**config.mk**
```make
export PLATFORM = sky130hd
export DESIGN_NAME = up_down_count_monitor_flat
export DESIGN_NICKNAME = d
export VERILOG_FILES = /design/src/rtl/up_down_count_monitor_if.sv /design/src/rtl/up_down_count_monitor.sv /design/src/flat_wrapper.sv
export SDC_FILE = /design/constraint.sdc
export NUM_CORES = 1
export LEC_CHECK = 0
export ABC_CLOCK_PERIOD_IN_PS = 5800
export CORE_MARGIN = 2
export CORE_UTILIZATION = 50
export CTS_CLUSTER_DIAMETER = 60
export CTS_CLUSTER_SIZE = 28
export DETAILED_ROUTE_END_ITERATION = 10
export PLACE_DENSITY = 0.81
export SETUP_SLACK_MARGIN = 0.2
export SLEW_MARGIN = 20
export SYNTH_ARGS = -nofsm -noshare
export SYNTH_HDL_FRONTEND = slang
export SYNTH_SLANG_ARGS = --single-unit
```
**constraint.sdc**
```tcl
create_clock -name clk -period 5.8 [get_ports clk]
set_input_delay 1.16 -clock clk [delete_from_list [all_inputs] [get_ports clk]]
set_output_delay 1.16 -clock clk [all_outputs]
set_load 0.1 [all_outputs]
```
**src/rtl/up_down_count_monitor_if.sv**
```systemverilog
// Signal bundle between a 4-bit up/down counter tap and its monitor.
// The master side supplies the counter taps and the match/error controls.
`timescale 1ns/1ps
interface up_down_count_monitor_if;
    logic        cnt_rst;
    logic        load_in;
    logic        mode_in;
    logic [3:0]  q_in;
    logic [11:0] target;
    logic        arm;
    logic        clr_err;
    logic [11:0] ext_count;
    logic        wrap_up;
    logic        wrap_down;
    logic        ext_ovf;
    logic        step_err;
    logic        armed;
    logic        hit;

    modport master (
        output cnt_rst, load_in, mode_in, q_in, target, arm, clr_err,
        input  ext_count, wrap_up, wrap_down, ext_ovf, step_err, armed, hit
    );

    modport slave (
        input  cnt_rst, load_in, mode_in, q_in, target, arm, clr_err,
        output ext_count, wrap_up, wrap_down, ext_ovf, step_err, armed, hit
    );
endinterface

```
**src/rtl/up_down_count_monitor.sv**
```systemverilog
// Passive observer of a 4-bit up/down counter: extends q to a 12-bit position,
// flags wraps and illegal steps, and raises a one-shot hit on a programmed target.
`timescale 1ns/1ps
module up_down_count_monitor (
    input  logic                    clk,
    input  logic                    rst,
    up_down_count_monitor_if.slave  bus
);

    typedef enum logic {INIT, TRACK} trk_t;
    typedef enum logic [1:0] {IDLE, ARMED, HIT} mst_t;

    trk_t        trk_q, trk_d;
    mst_t        mst_q, mst_d;
    logic        cnt_rst_q, load_q, mode_q;
    logic [11:0] ext_q, ext_d;
    logic        wu_q, wu_d;
    logic        wd_q, wd_d;
    logic        ovf_q, ovf_d;
    logic        err_q, err_d;
    logic        hit_q, hit_d;
    logic        err_set;
    logic [3:0]  prev;
    logic [7:0]  hi;

    assign prev = ext_q[3:0];
    assign hi   = ext_q[11:4];

    always_ff @(posedge clk or posedge rst) begin
        if (rst) begin
            trk_q     <= INIT;
            mst_q     <= IDLE;
            cnt_rst_q <= 1'b0;
            load_q    <= 1'b0;
            mode_q    <= 1'b0;
            ext_q     <= 12'h000;
            wu_q      <= 1'b0;
            wd_q      <= 1'b0;
            ovf_q     <= 1'b0;
            err_q     <= 1'b0;
            hit_q     <= 1'b0;
        end else begin
            trk_q     <= trk_d;
            mst_q     <= mst_d;
            cnt_rst_q <= bus.cnt_rst;
            load_q    <= bus.load_in;
            mode_q    <= bus.mode_in;
            ext_q     <= ext_d;
            wu_q      <= wu_d;
            wd_q      <= wd_d;
            ovf_q     <= ovf_d;
            err_q     <= err_d;
            hit_q     <= hit_d;
        end
    end

    // Tracking: the registered controls describe the step now visible on q_in.
    always_comb begin
        trk_d   = TRACK;
        ext_d   = ext_q;
        wu_d    = 1'b0;
        wd_d    = 1'b0;
        ovf_d   = 1'b0;
        err_set = 1'b0;
        case (trk_q)
            INIT: begin
                ext_d = {8'h00, bus.q_in};
            end
            TRACK: begin
                if (cnt_rst_q) begin
                    ext_d   = 12'h000;
                    err_set = (bus.q_in != 4'd0);
                end else if (load_q) begin
                    ext_d = {8'h00, bus.q_in};
                end else if (!mode_q) begin
                    if (bus.q_in == prev + 4'd1) begin
                        if (prev == 4'hF) begin
                            ext_d = {hi + 8'd1, bus.q_in};
                            wu_d  = 1'b1;
                            ovf_d = (hi == 8'hFF);
                        end else begin
                            ext_d = {hi, bus.q_in};
                        end
                    end else begin
                        ext_d   = {hi, bus.q_in};
                        err_set = 1'b1;
                    end
                end else begin
                    if (bus.q_in == prev - 4'd1) begin
                        if (prev == 4'h0) begin
                            ext_d = {hi - 8'd1, bus.q_in};
                            wd_d  = 1'b1;
                            ovf_d = (hi == 8'h00);
                        end else begin
                            ext_d = {hi, bus.q_in};
                        end
                    end else begin
                        ext_d   = {hi, bus.q_in};
                        err_set = 1'b1;
                    end
                end
            end
            default: trk_d = INIT;
        endcase
        // A fresh error outranks a simultaneous clear.
        err_d = err_set ? 1'b1 : (bus.clr_err ? 1'b0 : err_q);
    end

    // Match: compares the position being written this edge, so hit aligns with ext_count.
    always_comb begin
        mst_d = mst_q;
        hit_d = 1'b0;
        if (bus.arm) begin
            mst_d = ARMED;
        end else if (mst_q == ARMED && ext_d == bus.target) begin
            mst_d = HIT;
            hit_d = 1'b1;
        end
    end

    assign bus.ext_count = ext_q;
    assign bus.wrap_up   = wu_q;
    assign bus.wrap_down = wd_q;
    assign bus.ext_ovf   = ovf_q;
    assign bus.step_err  = err_q;
    assign bus.armed     = (mst_q == ARMED);
    assign bus.hit       = hit_q;

endmodule

```
**src/flat_wrapper.sv**
```systemverilog
// flat-port wrapper written by rule: the top's interface ports become plain ports
module up_down_count_monitor_flat 
  (clk, rst, bus_cnt_rst, bus_load_in, bus_mode_in, bus_q_in, bus_target, bus_arm, bus_clr_err, bus_ext_count, bus_wrap_up, bus_wrap_down, bus_ext_ovf, bus_step_err, bus_armed, bus_hit);
  up_down_count_monitor_if bus_i ();
  input  logic clk;
  input  logic rst;
  input wire logic [$bits(bus_i.cnt_rst)-1:0] bus_cnt_rst;
  input wire logic [$bits(bus_i.load_in)-1:0] bus_load_in;
  input wire logic [$bits(bus_i.mode_in)-1:0] bus_mode_in;
  input wire logic [$bits(bus_i.q_in)-1:0] bus_q_in;
  input wire logic [$bits(bus_i.target)-1:0] bus_target;
  input wire logic [$bits(bus_i.arm)-1:0] bus_arm;
  input wire logic [$bits(bus_i.clr_err)-1:0] bus_clr_err;
  output wire logic [$bits(bus_i.ext_count)-1:0] bus_ext_count;
  output wire logic [$bits(bus_i.wrap_up)-1:0] bus_wrap_up;
  output wire logic [$bits(bus_i.wrap_down)-1:0] bus_wrap_down;
  output wire logic [$bits(bus_i.ext_ovf)-1:0] bus_ext_ovf;
  output wire logic [$bits(bus_i.step_err)-1:0] bus_step_err;
  output wire logic [$bits(bus_i.armed)-1:0] bus_armed;
  output wire logic [$bits(bus_i.hit)-1:0] bus_hit;
  assign bus_i.cnt_rst = bus_cnt_rst;
  assign bus_i.load_in = bus_load_in;
  assign bus_i.mode_in = bus_mode_in;
  assign bus_i.q_in = bus_q_in;
  assign bus_i.target = bus_target;
  assign bus_i.arm = bus_arm;
  assign bus_i.clr_err = bus_clr_err;
  assign bus_ext_count = bus_i.ext_count;
  assign bus_wrap_up = bus_i.wrap_up;
  assign bus_wrap_down = bus_i.wrap_down;
  assign bus_ext_ovf = bus_i.ext_ovf;
  assign bus_step_err = bus_i.step_err;
  assign bus_armed = bus_i.armed;
  assign bus_hit = bus_i.hit;
  up_down_count_monitor u_core (.clk(clk), .rst(rst), .bus(bus_i));
endmodule
```
======== Yosys cells after proc, flatten, opt, wreduce, memory -nomap -nowiden ========
Cells that the tools add are included.
Widths: inputs -> output; s select.
storage, ports and cells
  logic and storage cells ................. 68
  flip-flop bits (word level) ............. 23
  output and inout bits ................... 18
  bits of input ports ..................... 23
operators by class
  bitwise logic cells ..................... 1
  equality and inequality tests ........... 6
  reduce and logical (&&, ||, !) cells .... 6
  $add $sub $neg .......................... 4
  muxes and demuxes ....................... 40
operator list
  kind                 count
  $mux 12              7
  $mux 1               30
  $pmux 12 s2          1
  $eq 12x12->1         1
  $add 8x1->8 const B  1
  $eq 4x4->1           2
  $eq 8x8->1 const B   1
  $logic_not 8->1      1
  $sub 8x1->8 const B  1
  $add 4x1->4 const B  1
  $eq 4x4->1 const B   1
  $logic_not 4->1      1
  $mux 2               2
  $reduce_bool 2->1    2
  $reduce_bool 4->1    1
  $sub 4x1->4 const B  1
  $eq 2x1->1 const B   1
  $logic_and 1x1->1    1
  $not 1->1            1

======== Depth between registers and ports, before layout ========
Gate-level depths: netlist (run 1).
  word-level depth ........................ 11
  depth in mapped cells ................... 10
  mapped depth without buffers ............ 10

======== Worst setup path before layout (run 1) ========
OpenSTA, ideal clock, no wires.
  path kind ............................... input port to flip-flop
  start ................................... input port bus_q_in[0]
  end ..................................... register u_core.mst_q[0]
  library setup time ...................... 127 ps
  path slack .............................. 2388 ps
  data required time ...................... 5673 ps
  path buffers ............................ 1
  cell stages on the path ................. 9
  data arrival time ....................... 3284 ps
  cell sequence ........................... buf_2 > nor2b_1 > a211oi_2 > nor3_1 > mux2_1 > mux2i_1 > mux2_2 > nor4_4 > nor2_1
on the way
  longest elaborated chain between the ends .. 9
  elaborated cells on any way between the ends .. 13
  classes of those cells .................. eq/ne: 3; mux: 8; reduce/logical: 2
RTL lines
  element                                   line                                                      source
  start, declared                           flat_wrapper.sv:10                                        input wire logic [$bits(bus_i.q_in)-1:0] bus_q_in;
  $eq 4x4->1, or another cell as far along  up_down_count_monitor.sv:76                               if (bus.q_in == prev + 4'd1) begin
  $mux 12 (on tied branches)                up_down_count_monitor.sv:76, up_down_count_monitor.sv:89
  $mux 12                                   up_down_count_monitor.sv:75                               end else if (!mode_q) begin
  $mux 12                                   up_down_count_monitor.sv:73                               end else if (load_q) begin
  $mux 12                                   up_down_count_monitor.sv:70                               if (cnt_rst_q) begin
  $pmux 12 s2 (*)                           up_down_count_monitor.sv:65                               case (trk_q)
  $eq 12x12->1 (*)                          up_down_count_monitor.sv:115                              end else if (mst_q == ARMED && ext_d == bus.target) begin
  $logic_and 1x1->1 (*)                     up_down_count_monitor.sv:115
  $reduce_bool 2->1 (no line) (*)           -
  end signal, assigned                      up_down_count_monitor.sv:44                               mst_q <= mst_d;
  end, declared                             up_down_count_monitor.sv:14                               mst_t mst_q, mst_d;
Mark *: on every way between the ends. The rest lies on a longest branch, timed or not.
A chain may end at the register's enable or synchronous reset.

======== Final worst setup path (run 1) ========
  start ................................... input port bus_q_in[3]
  end ..................................... register u_core.mst_q[0]
The elaborated chain is that of the path after synthesis.

==> results of run 1 <==
==> layer usage <==
layer / track usage / up-vias / part of all wire
li1: - / 825 / -
met4: 0.0718 / 0 / 0.017
met1: 0.312 / 803 / 0.46
met2: 0.354 / 42 / 0.49
met3: 0.0260 / 8 / 0.040
met5: 0 / - / 0
==> layout make-up <==
cell class,instances,share of cell area
Clock buffer,4,0.0196
Inverter,12,0.0196
Multi-Input combinational cell,158,0.511
Sequential cell,23,0.250
Tap cell,48,0.0261
Timing Repair Buffer,40,0.174
==> metrics by stage <==
step | hold WS, ns | cell area (sq um) | util
2_1_floorplan | 0.453 | 1850 | -
3_3_place_gp | 0.469 | 2260 | 0.626
3_5_place_dp | 0.474 | 2260 | 0.626
4_1_cts | 0.494 | 2300 | 0.639
5_1_grt | 0.518 | 2300 | 0.639
6_report | 0.494 | 2300 | 0.639
==> synthesized netlist by cell type, types with 6 or more instances <==
library cell / n
or4_1: 7
nor3_1: 16
xnor2_1: 6
dfrtp_1: 23
clkbuf_1: 6
nand2_1: 10
inv_1: 12
nor4_1: 6
nor2_1: 18
a21oi_1: 6
==> sequential cells by signal, indices dropped and copies added, names as in the netlist <==
| name | flops |
|---|---|
| u_core.bus.ext_count | 12 |
| u_core.bus.ext_ovf | 1 |
| u_core.bus.hit | 1 |
| u_core.bus.step_err | 1 |
| u_core.bus.wrap_down | 1 |
| u_core.bus.wrap_up | 1 |
| u_core.cnt_rst_q | 1 |
| u_core.load_q | 1 |
| u_core.mode_q | 1 |
| u_core.mst_q | 2 |
| u_core.trk_q | 1 |
==> where the power goes <==
group | switching (W) | internal, W
Combinational | 0.0000634 | 0.0000378
Clock | 0.0000519 | 0.0000491
Sequential | 0.00000656 | 0.000164
Total | 0.000122 | 0.000251
==> logic make-up after synthesis <==
logic type,count (synthesis),share of synthesized area
other,1,0.00203
AO/OA/AOI/OAI,39,0.168
flip-flops,23,0.311
adder cells (fa/ha/maj),5,0.0338
AND/OR/NAND/NOR,97,0.336
multiplexers,5,0.0291
XOR/XNOR,11,0.0683
buffers and inverters,22,0.0521
==> worst max-delay path by stage <==
stage / start / end / slack [ns] / depth (start not counted)
final: bus_q_in[3] / u_core.mst_q[0] / 1.93 / 9
after global routing: bus_q_in[3] / u_core.mst_q[0] / 1.75 / 9
after CTS: bus_q_in[3] / u_core.mst_q[0] / 1.93 / 9
after detailed placement: bus_q_in[3] / u_core.mst_q[0] / 1.65 / 9
after global placement: bus_q_in[3] / u_core.mst_q[0] / 1.66 / 9
after floorplan: bus_q_in[0] / u_core.mst_q[0] / 2.39 / 9
==> tightest hold or removal path: stages, from the launching register on <==
cell     delay [ns]
dfrtp_1        0.35
nor2_1         0.04
nor2_1         0.07
==> run metrics, run 1 <==
Layout area overhead=24.6%; I/O pin cnt=41; crit path launch type=primary input; worst-margin pin slew=0.969 ns; WL/cell=15.0 microns; Post-Syn Area per Cell=9.11 sq um; Die ar.=0.00420 sq mm; Worst Hold End=u_core.mst_q[0]; CP top delay family=multiplexers; Worst Path Required=5.95 ns; Synth top area share=0.311; register clock-pin slew on the reported worst setup and hold paths=0.08 ns; Final ANT Viol Nets=0; RSZ-0062 raised after global routing=false; Max H-tree Level=1; clk_skew=0.00308 ns; worst skew pair latency=0.27 ns; CP Buf/Inv Count=1; R2R Path End=u_core.mst_q[0]; status=finished clean; HP Class=reg2reg; Sequential Area=576 sq um; Initial DRC Count=139; Seq cells post-synth=23; max-cap violation count=0; multi-input logic area=0.00118 sq mm; CP endpoint kind=register; Via density=5.89; post-synth cell types=60; Most used DFF post-synth=dfrtp_1; worst-path fanout max=9; Clock Path Buffers=2; global route total overflow=0; Final setup viols=0; post-route insts no fill=285; most frequent cells in the layout=clkdlybuf4s50_1, dfrtp_1, nor2_1, nor3_1, inv_1; max_slew headroom=0.352; CTS tree=done; number of enable flip-flop cells after synthesis=0; I/O Buffers=40; Slew Limit Fails=0; area leader, netlist=dfrtp_1; path depth of the worst reg2reg path=10; min Tclk post-route=3.87 ns; WP data arrival=4.03 ns; pwr dens=162 mW/mm^2; share of cells above drive strength 1=0.110; crit path max-delay cell type=clkdlybuf4s50_1; Sinks on Clock Net=23; worst setup margin=1.93 ns; Pre-antenna DRT Iters=4; largest net degree at the start of global routing=27; Setup Fix Bufs, Post-CTS=0; Initial Utilization=0.513; first-pass GRT wire length=7360 microns; hold_sp=u_core.mst_q[0]; Mapped Area=0.00185 sq mm; synthesized instance count=203; GR Util All Layers=0.222; placed cells=281; CTS root buf=clkbuf_8; crit path cell chain=clkdlybuf4s50_1, xor2_2, a211oi_2, nor3_1, mux2_1, mux2i_1, mux2_2, nor4_4, nor2_1; vias=1678; fill cell count=305; top cells by area, synth=dfrtp_1, nor3_1, nor2_1, xor2_2, ha_1; Pwr Total=0.000373 W; initial antenna violation count=0; CTS Buf Count=3; commonest non-fill, non-tap cell in the layout=clkdlybuf4s50_1; # resized after CTS=0; crit path kind=in2reg; ant diodes=0; final hold violation count=0; YS warnings=0; FP Rows=22; hold_buf cts=0; vias in the first global route=1585; gpl congestion=0.865; CORE AREA=0.00361 sq mm; placed wire-length estimate=3240 microns; Routed Wire Length=4280 microns; Reg2Reg Launch Point=u_core.bus.ext_count[0]; hold depth=2; Setup WS pre-CTS=1.65 ns; fmax=258 MHz; fin crit share=0.668; DIE WIDTH=64.8 microns; CP peak stage delay=0.61 ns; chip height=64.8 microns; Syn Nets=231; Peak VDD IR=0.146 mV; Pleak=0.865 nW; fin nets=266; post-route setup TNS=0 ns; Seq/Total Area, Yosys=0.311; flop-to-flop setup slack=2.64 ns; # DRC=0; Async S/R FF share, synth=1.00
(Power assumes the default switching activity.)
==> inputs of run 2 (changes only) <==
ABC_CLOCK_PERIOD_IN_PS = 3900   (was 5800)
clock period = 3.9 ns   (was 5.8 ns; I/O delays follow)
==> run 2 against run 1 <==
Routed wire length rose by 5.1%; non-clock buffer count rose by 1; total power rose by 49%; first-iteration DRC count rose by 50%; design area rose by 0.33%; critical endpoint unchanged; critical path type unchanged; global-route usage rose by 1.3 points; via count rose by 1.6%.
==> run metrics, run 2 (synthesized netlist as in run 1, its figures left out) <==
crit path launch type=primary input; Pleak=0.870 nW; CORE AREA=0.00361 sq mm; CTS root buf=clkbuf_8; Sequential Power Share=0.456; status=finished clean; hold_ws=0.489 ns; placed wire-length estimate=3460 microns; Final ANT Viol Nets=0; CTS tree=done; vias in the first global route=1581; commonest non-fill, non-tap cell in the layout=clkdlybuf4s50_1; P_sw=0.000182 W; # DRC=0; Clock Path Buffers=2; clk_skew=0.00252 ns; min Tclk post-route=3.39 ns; CP endpoint kind=register; WL/cell=15.7 microns; Initial Utilization=0.513; GR Util All Layers=0.235; max-cap violation count=0; hold_buf cts=0; Die ar.=0.00420 sq mm; worst-path fanout max=6; pwr dens=241 mW/mm^2; initial antenna violation count=0; Slew Limit Fails=0; WP data arrival=3.54 ns; worst skew pair latency=0.27 ns; chip height=64.8 microns; register clock-pin slew on the reported worst setup and hold paths=0.08 ns; Final setup viols=0; clock power share=0.270; FP Rows=22; share of cells above drive strength 1=0.113; global route total overflow=0; worst setup margin=0.511 ns; Via density=5.96; largest net degree at the start of global routing=27; DIE WIDTH=64.8 microns; most frequent cells in the layout=clkdlybuf4s50_1, dfrtp_1, nor2_1, nor3_1, inv_1; Peak VDD IR=0.170 mV; fin nets=267; hold_sp=u_core.mst_q[1]; worst-margin pin slew=0.970 ns; max_slew headroom=0.351; fmax=295 MHz; Layout area overhead=25.0%; I/O pin cnt=41; CTS Buf Count=3; Routed Wire Length=4500 microns; Setup Fix Bufs, Post-CTS=0; Comb pwr share=0.274; switch share=0.327; Reg2Reg Launch Point=u_core.bus.ext_count[0]; max reg flops=12; RSZ-0062 raised after global routing=false; Sinks on Clock Net=23; Max H-tree Level=1; # resized after CTS=0; gpl congestion=0.900; placed cell areas=0.00227 sq mm; internal power=0.000375 W; post-route setup TNS=0 ns; Pwr Total=0.000557 W; HP Class=reg2reg; Initial DRC Count=209; ant diodes=0; crit path kind=in2reg; final hold violation count=0; cell area after layout=0.00231 sq mm; vias=1705; fin crit share=0.869; I/O Buffers=40; Setup WS pre-CTS=0.282 ns; Setup crit start=bus_q_in[3]; Pre-antenna DRT Iters=4; first-pass GRT wire length=7690 microns; Worst Path Required=4.05 ns
run 2: cell count changes in the layout (fill, tap and decap cells not counted):
cell   delta
buf_4     +1
run 2: area by class of cell:
class	instances	area (sq um)
inverter	12	45.0
timing repair buffer	41	408
tap	48	60.1
clock buffer	4	45.0
multi-input combinational	158	1180
fill	312	1290
sequential	23	576
run 2: power groups by stage:
stage / combinational, W / clock, W / sequential (W)
after global placement: 0.000150 / 0 / 0.000259
after floorplan: 0.0000791 / 0 / 0.000285
after CTS: 0.000152 / 0.000153 / 0.000254
after detailed placement: 0.000152 / 0 / 0.000259
final: 0.000153 / 0.000150 / 0.000254
after global routing: 0.000164 / 0.000164 / 0.000255
run 2: per-layer routing:
layer	global-route usage	vias up	share of wire
met5	0	-	0
met4	0.0479	0	0.010
met3	0.0208	4	0.057
met2	0.392	62	0.49
met1	0.334	816	0.44
li1	-	823	-
run 2: critical path, cell delays in order:
cell,delay [ns]
clkdlybuf4s50_1,0.63
xor2_2,0.30
a211oi_2,0.12
buf_4,0.18
or4_1,0.52
o211ai_1,0.18
mux2i_1,0.29
o2111ai_2,0.17
nor4_4,0.29
nor2_1,0.09
run 2: path summary, 6_finish.rpt:
path / to / cells after the start / slack [ns]
max: u_core.mst_q[0] / 10 / 0.51
min: u_core.mst_q[1] / 1 / 0.49
max reg2reg: u_core.mst_q[0] / 10 / 0.81
min reg2reg: u_core.mst_q[1] / 1 / 0.49
max in group asynchronous: u_core.bus.ext_count[6] / 2 / 2.36
min in group asynchronous: u_core.bus.ext_count[1] / 2 / 1.00
run 2: stage by stage:
step	util	std cells
floorplan	-	203
global placement	0.628	282
detailed placement	0.628	282
CTS	0.641	286
global route	0.641	286
finish	0.641	286
==> edit 1 (settings of run 2) <==
Reset style: synchronous (`rst`), changed in one clocked block.
--- a/src/rtl/up_down_count_monitor.sv
+++ b/src/rtl/up_down_count_monitor.sv
@@ -26,7 +26,7 @@
     assign prev = ext_q[3:0];
     assign hi   = ext_q[11:4];
 
-    always_ff @(posedge clk or posedge rst) begin
+    always_ff @(posedge clk) begin
         if (rst) begin
             trk_q     <= INIT;
             mst_q     <= IDLE;
Check against the original RTL: differs if rst is asserted again (counterexample within 4 cycles, from zero or initial values and one cycle with rst high); with rst held inactive, the same outputs for 10 cycles.
==> edit 1 against run 2 <==
- sequential cell count unchanged
- wire length decreased by 11%
- via count decreased by 6.3%
- worst setup slack improved by 0.044 ns
- area after synthesis decreased by 11%
- total power decreased by 7.8%
- fmax increased by 1.3%
- final area decreased by 7.0%
- clock power decreased by 22%
- critical path type unchanged
- largest cell class unchanged
- largest power group unchanged
==> edit 1: results (changes against run 2) <==
global_route:
  grt_pass1_wl_um: 6570  # -15%
  grt.overflow.total: 0  # unchanged
  track_usage: 0.235  # about the same
  antenna_found_initial: 0  # unchanged
  grt_max_degree: 15  # -44%
  use_met3: 0.0525  # +0.0317
  first_global_vias: 1447  # -8.5%
  use_met1: 0.284  # -0.0496
route:
  drt_iter0_drc: 77  # -63%
  wire_per_inst_um: 13.9  # -11%
  first_pass_iters: 4  # unchanged
  vias: 1598  # -6.3%
clocking:
  cts_root_buffer: "clkbuf_4"
  clk_pin_slew_ns: 0.14  # +0.06 ns
  htreeDepth: 1  # unchanged
placed_design:
  gp_congestion: 0.911  # +1.2%
  numPortBuffers: 40  # unchanged
  dp_slack_ns: 0.201  # -0.0806 ns
power:
  irDropWorstVdd_mv: 0.174  # +1.8%
  p_leak_nw: 0.770  # -12%
timing:
  worst_pin_slew_ns: 0.976  # +0.00624 ns
  skew_ns: 0.0110  # +0.00846 ns
worst_hold_path:
  min-delay-start: "u_core.mst_q[0]"
  min_path_cells: 2  # +1
critical_path:
  critPathMaxStageDelay_ns: 0.54  # -0.09 ns
  reg2reg_from: "u_core.bus.ext_count[0]"
  r2r_end: "u_core.bus.hit"
synth:
  synth_area_leaders: "dfxtp_1 (28%), xnor2_1 (4.8%), xor2_1 (4.8%)"
  yosysSeqAreaShare: 0.279  # -0.0327
  synthesis.nets: 230  # -0.43%
  ys_async_sr_fraction: 0  # -1.00
  synth_top_cells_by_count: "dfxtp_1 (23), nor2_1 (18), nand2_1 (13), inv_1 (12), o21ai_0 (11)"
cells_and_area:
  nNetsFinal: 274  # +2.6%
  drive_gt1_frac: 0.102  # -0.0114
status:
  status: "completed"
[edit 1: power by group]
| part | total [mW] | internal (mW) | switching (mW) |
|---|---|---|---|
| Combinational | 0.146 | 0.0609 | 0.0852 |
| Clock | 0.117 | 0.0392 | 0.0777 |
| Sequential | 0.250 | 0.242 | 0.00884 |
| Total | 0.513 | 0.342 | 0.172 |
[edit 1: layout make-up]
class / instances / area, sq um
Multi-Input combinational cell: 162 / 1130
Fill cell: 291 / 955
Sequential cell: 23 / 460
Timing Repair Buffer: 44 / 430
Tap cell: 44 / 55.1
Inverter: 12 / 45.0
Clock buffer: 3 / 22.5
Clock inverter: 1 / 7.51
[edit 1: per-layer routing]
| layer | wire, um | part of all wire | vias up |
|---|---|---|---|
| met1 | 1780 | 0.44 | 724 |
| met5 | 0 | 0 | - |
| met2 | 1940 | 0.48 | 56 |
| met4 | 85 | 0.021 | 0 |
| met3 | 218 | 0.054 | 8 |
| li1 | - | - | 810 |
[edit 1: logic make-up (layout without fill, tap and decap cells)]
family | after synthesis | count (layout) | share of synthesized area
fa+ha+maj | 5 | 5 | 0.0379
compound gates | 45 | 45 | 0.205
flops | 23 | 23 | 0.279
xor+xnor | 21 | 21 | 0.125
mux | 1 | 1 | 0.00606
buf+inv | 17 | 60 | 0.0394
simple gates | 90 | 90 | 0.308
[edit 1: worst max path at each step]
stage	from	endpoint	slack [ns]	cells after the start
2_1_floorplan	u_core.bus.ext_count[0]	u_core.mst_q[0]	0.31	11
3_3_place_gp	bus_q_in[1]	u_core.mst_q[0]	0.27	10
3_5_place_dp	bus_q_in[1]	u_core.mst_q[0]	0.20	10
4_1_cts	bus_q_in[1]	u_core.bus.hit	0.56	10
5_1_grt	bus_q_in[1]	u_core.bus.hit	0.39	10
6_report	bus_q_in[1]	u_core.bus.hit	0.55	10
[edit 1: metrics by stage]
step / cell area, sq um / std cells
global route: 2150 / 289
CTS: 2150 / 289
floorplan: 1650 / 202
global placement: 2120 / 285
finish: 2150 / 289
detailed placement: 2120 / 285
[edit 1: tightest hold or removal path, cell delays in order, from the launching register on]
cell and delay, ns:
dfxtp_1 0.34, nand2_1 0.06, o2bb2ai_1 0.05
==> edit 2 (config.mk and constraints of run 2) <==
Without the edit above. Re-encode `mst_t` (3 values) as one-hot, 3 bits wide.
--- a/src/rtl/up_down_count_monitor.sv
+++ b/src/rtl/up_down_count_monitor.sv
@@ -8,7 +8,7 @@
 );
 
     typedef enum logic {INIT, TRACK} trk_t;
-    typedef enum logic [1:0] {IDLE, ARMED, HIT} mst_t;
+    typedef enum logic [2:0] {IDLE = 3'b001, ARMED = 3'b010, HIT = 3'b100} mst_t;
 
     trk_t        trk_q, trk_d;
     mst_t        mst_q, mst_d;
Formal check against the unedited RTL: same outputs for any inputs over 10 cycles, from zero or initial values and one cycle with rst high; not proved beyond that.
==> edit 2 against run 2 <==
- clock power grew 7%
- critical endpoint is now u_core.mst_q[1]
- final cell count grew 15%
- die area grew 14%
- highest routed layer unchanged
- sequential share of layout area is 1.4 points lower
- area after synthesis up 15%
- sequential power increased by 6%
- final area rose by 11%
- combinational power is 11% higher
- total power increased by 7.2%
- wire length up 20%
- synthesized cell count increased by 21%
- sequential cell count is 1 higher
- largest power group unchanged
- worst setup slack worse by 0.091 ns
==> edit 2: results (changes against run 2) <==
power:
  combPwrFrac: 0.284  # +0.010
  irDropWorstVdd_mv: 0.112  # -34%
  switchingPower_mw: 0.203  # +11%
  power.total_mw: 0.597  # +7.2%
  p_per_area_nw_per_um2: 233  # -3.4%
  p_seq_frac: 0.448  # -0.008
  p_leak_nw: 0.969  # +11%
route:
  wire_per_inst_um: 16.5  # +4.7%
  first_pass_iters: 5  # +1
  via_per_inst: 6.16  # +3.2%
  drt_iter0_drc: 227  # +8.6%
cells_and_area:
  diodes: 0  # unchanged
  nNetsFinal: 308  # +15%
  largest_reg_flops: 12  # unchanged
  fillerInstances: 330  # +5.8%
  stdcell_count: 329  # +15%
  drive_gt1_frac: 0.111  # -0.00233
synth:
  synthMuxAreaShare: 0.0241  # -0.00495
  synth_compound_area_frac: 0.173  # +0.00535
  synth-edff-count: 0  # unchanged
  yosysUniqueCellTypes: 66  # +10%
  yosysSeqAreaShare: 0.283  # -0.0280
  synthAdderAreaFrac: 0.0294  # -0.00438
  synth-xor-area-share: 0.0689  # +0.000569
  synth_area_leaders: "dfrtp_1 (27%), xnor2_1 (4.5%), nand2_1 (3.4%)"
  synthesis.nets: 274  # +19%
  synth_cells: 246  # +21%
  synth_top_cells_by_count: "dfrtp_1 (23), nand2_1 (19), inv_1 (15), nor2_1 (14), nor3_1 (12)"
global_route:
  use_met3: 0.0233  # +0.00242
  use_met1: 0.319  # -0.0150
  track_usage: 0.225  # -0.00970
  grt_max_degree: 25  # -7.4%
  grt_pass1_wl_um: 8850  # +15%
  gr-usage-met2: 0.354  # -0.0381
  first_global_vias: 1810  # +14%
placed_design:
  dp_hpwl_um: 4140  # +20%
  numPortBuffers: 40  # unchanged
  place_inst: 325  # +15%
  dp_slack_ns: 0.230  # -0.0522 ns
  gp_congestion: 0.864  # -3.9%
  place_area_sq_um: 2520  # +11%
worst_hold_path:
  min_path_cells: 1  # unchanged
  min-delay-start: "u_core.mst_q[1]"
  hold_path_end: "u_core.mst_q[1]"
  hp-class: "reg -> reg"
timing:
  skew_ns: 0.00642  # +0.00390 ns
  period_needed_ns: 3.48  # +0.0911 ns
  worst_pin_slew_ns: 1.03  # +0.0584 ns
  hold_ws_ns: 0.487  # -0.00255 ns
clocking:
  insertion_delay_ns: 0.27  # about the same
  htreeDepth: 1  # unchanged
  cts_resized: 0  # unchanged
  numCtsBuffers: 3  # unchanged
critical_path:
  crit_fanout: 8  # +2
  r2r_end: "u_core.mst_q[1]"
  reg2reg_slack_ns: 0.56  # -0.25 ns
  critPathMaxStageDelay_ns: 0.70  # +0.07 ns
  reg2reg_from: "u_core.bus.ext_count[0]"
  crit_arrival_ns: 3.65  # +0.11 ns
status:
  status: "completed"
-- edit 2: how the worst max path moves through the flow --
stage                                       start              end  slack, ns  depth (start not counted)
final                                 bus_q_in[3]  u_core.mst_q[1]       0.42                          9
after global routing                  bus_q_in[0]  u_core.mst_q[1]       0.35                          9
after CTS                             bus_q_in[3]  u_core.mst_q[1]       0.48                          9
after detailed placement              bus_q_in[0]  u_core.mst_q[1]       0.23                          9
after global placement                bus_q_in[0]  u_core.mst_q[1]       0.22                          9
after floorplan           u_core.bus.ext_count[0]  u_core.mst_q[1]       0.35                         11
-- edit 2: area by class of cell --
| type | count | area share |
|---|---|---|
| tap | 50 | 0.0244 |
| timing repair buffer | 41 | 0.159 |
| multi-input combinational | 195 | 0.542 |
| inverter | 15 | 0.0220 |
| clock buffer | 4 | 0.0176 |
| sequential | 24 | 0.235 |
-- edit 2: metal layers --
metal | vias up | part of all wire
met5 | - | 0
met2 | 102 | 0.46
met1 | 943 | 0.45
met3 | 13 | 0.067
met4 | 0 | 0.023
li1 | 967 | -
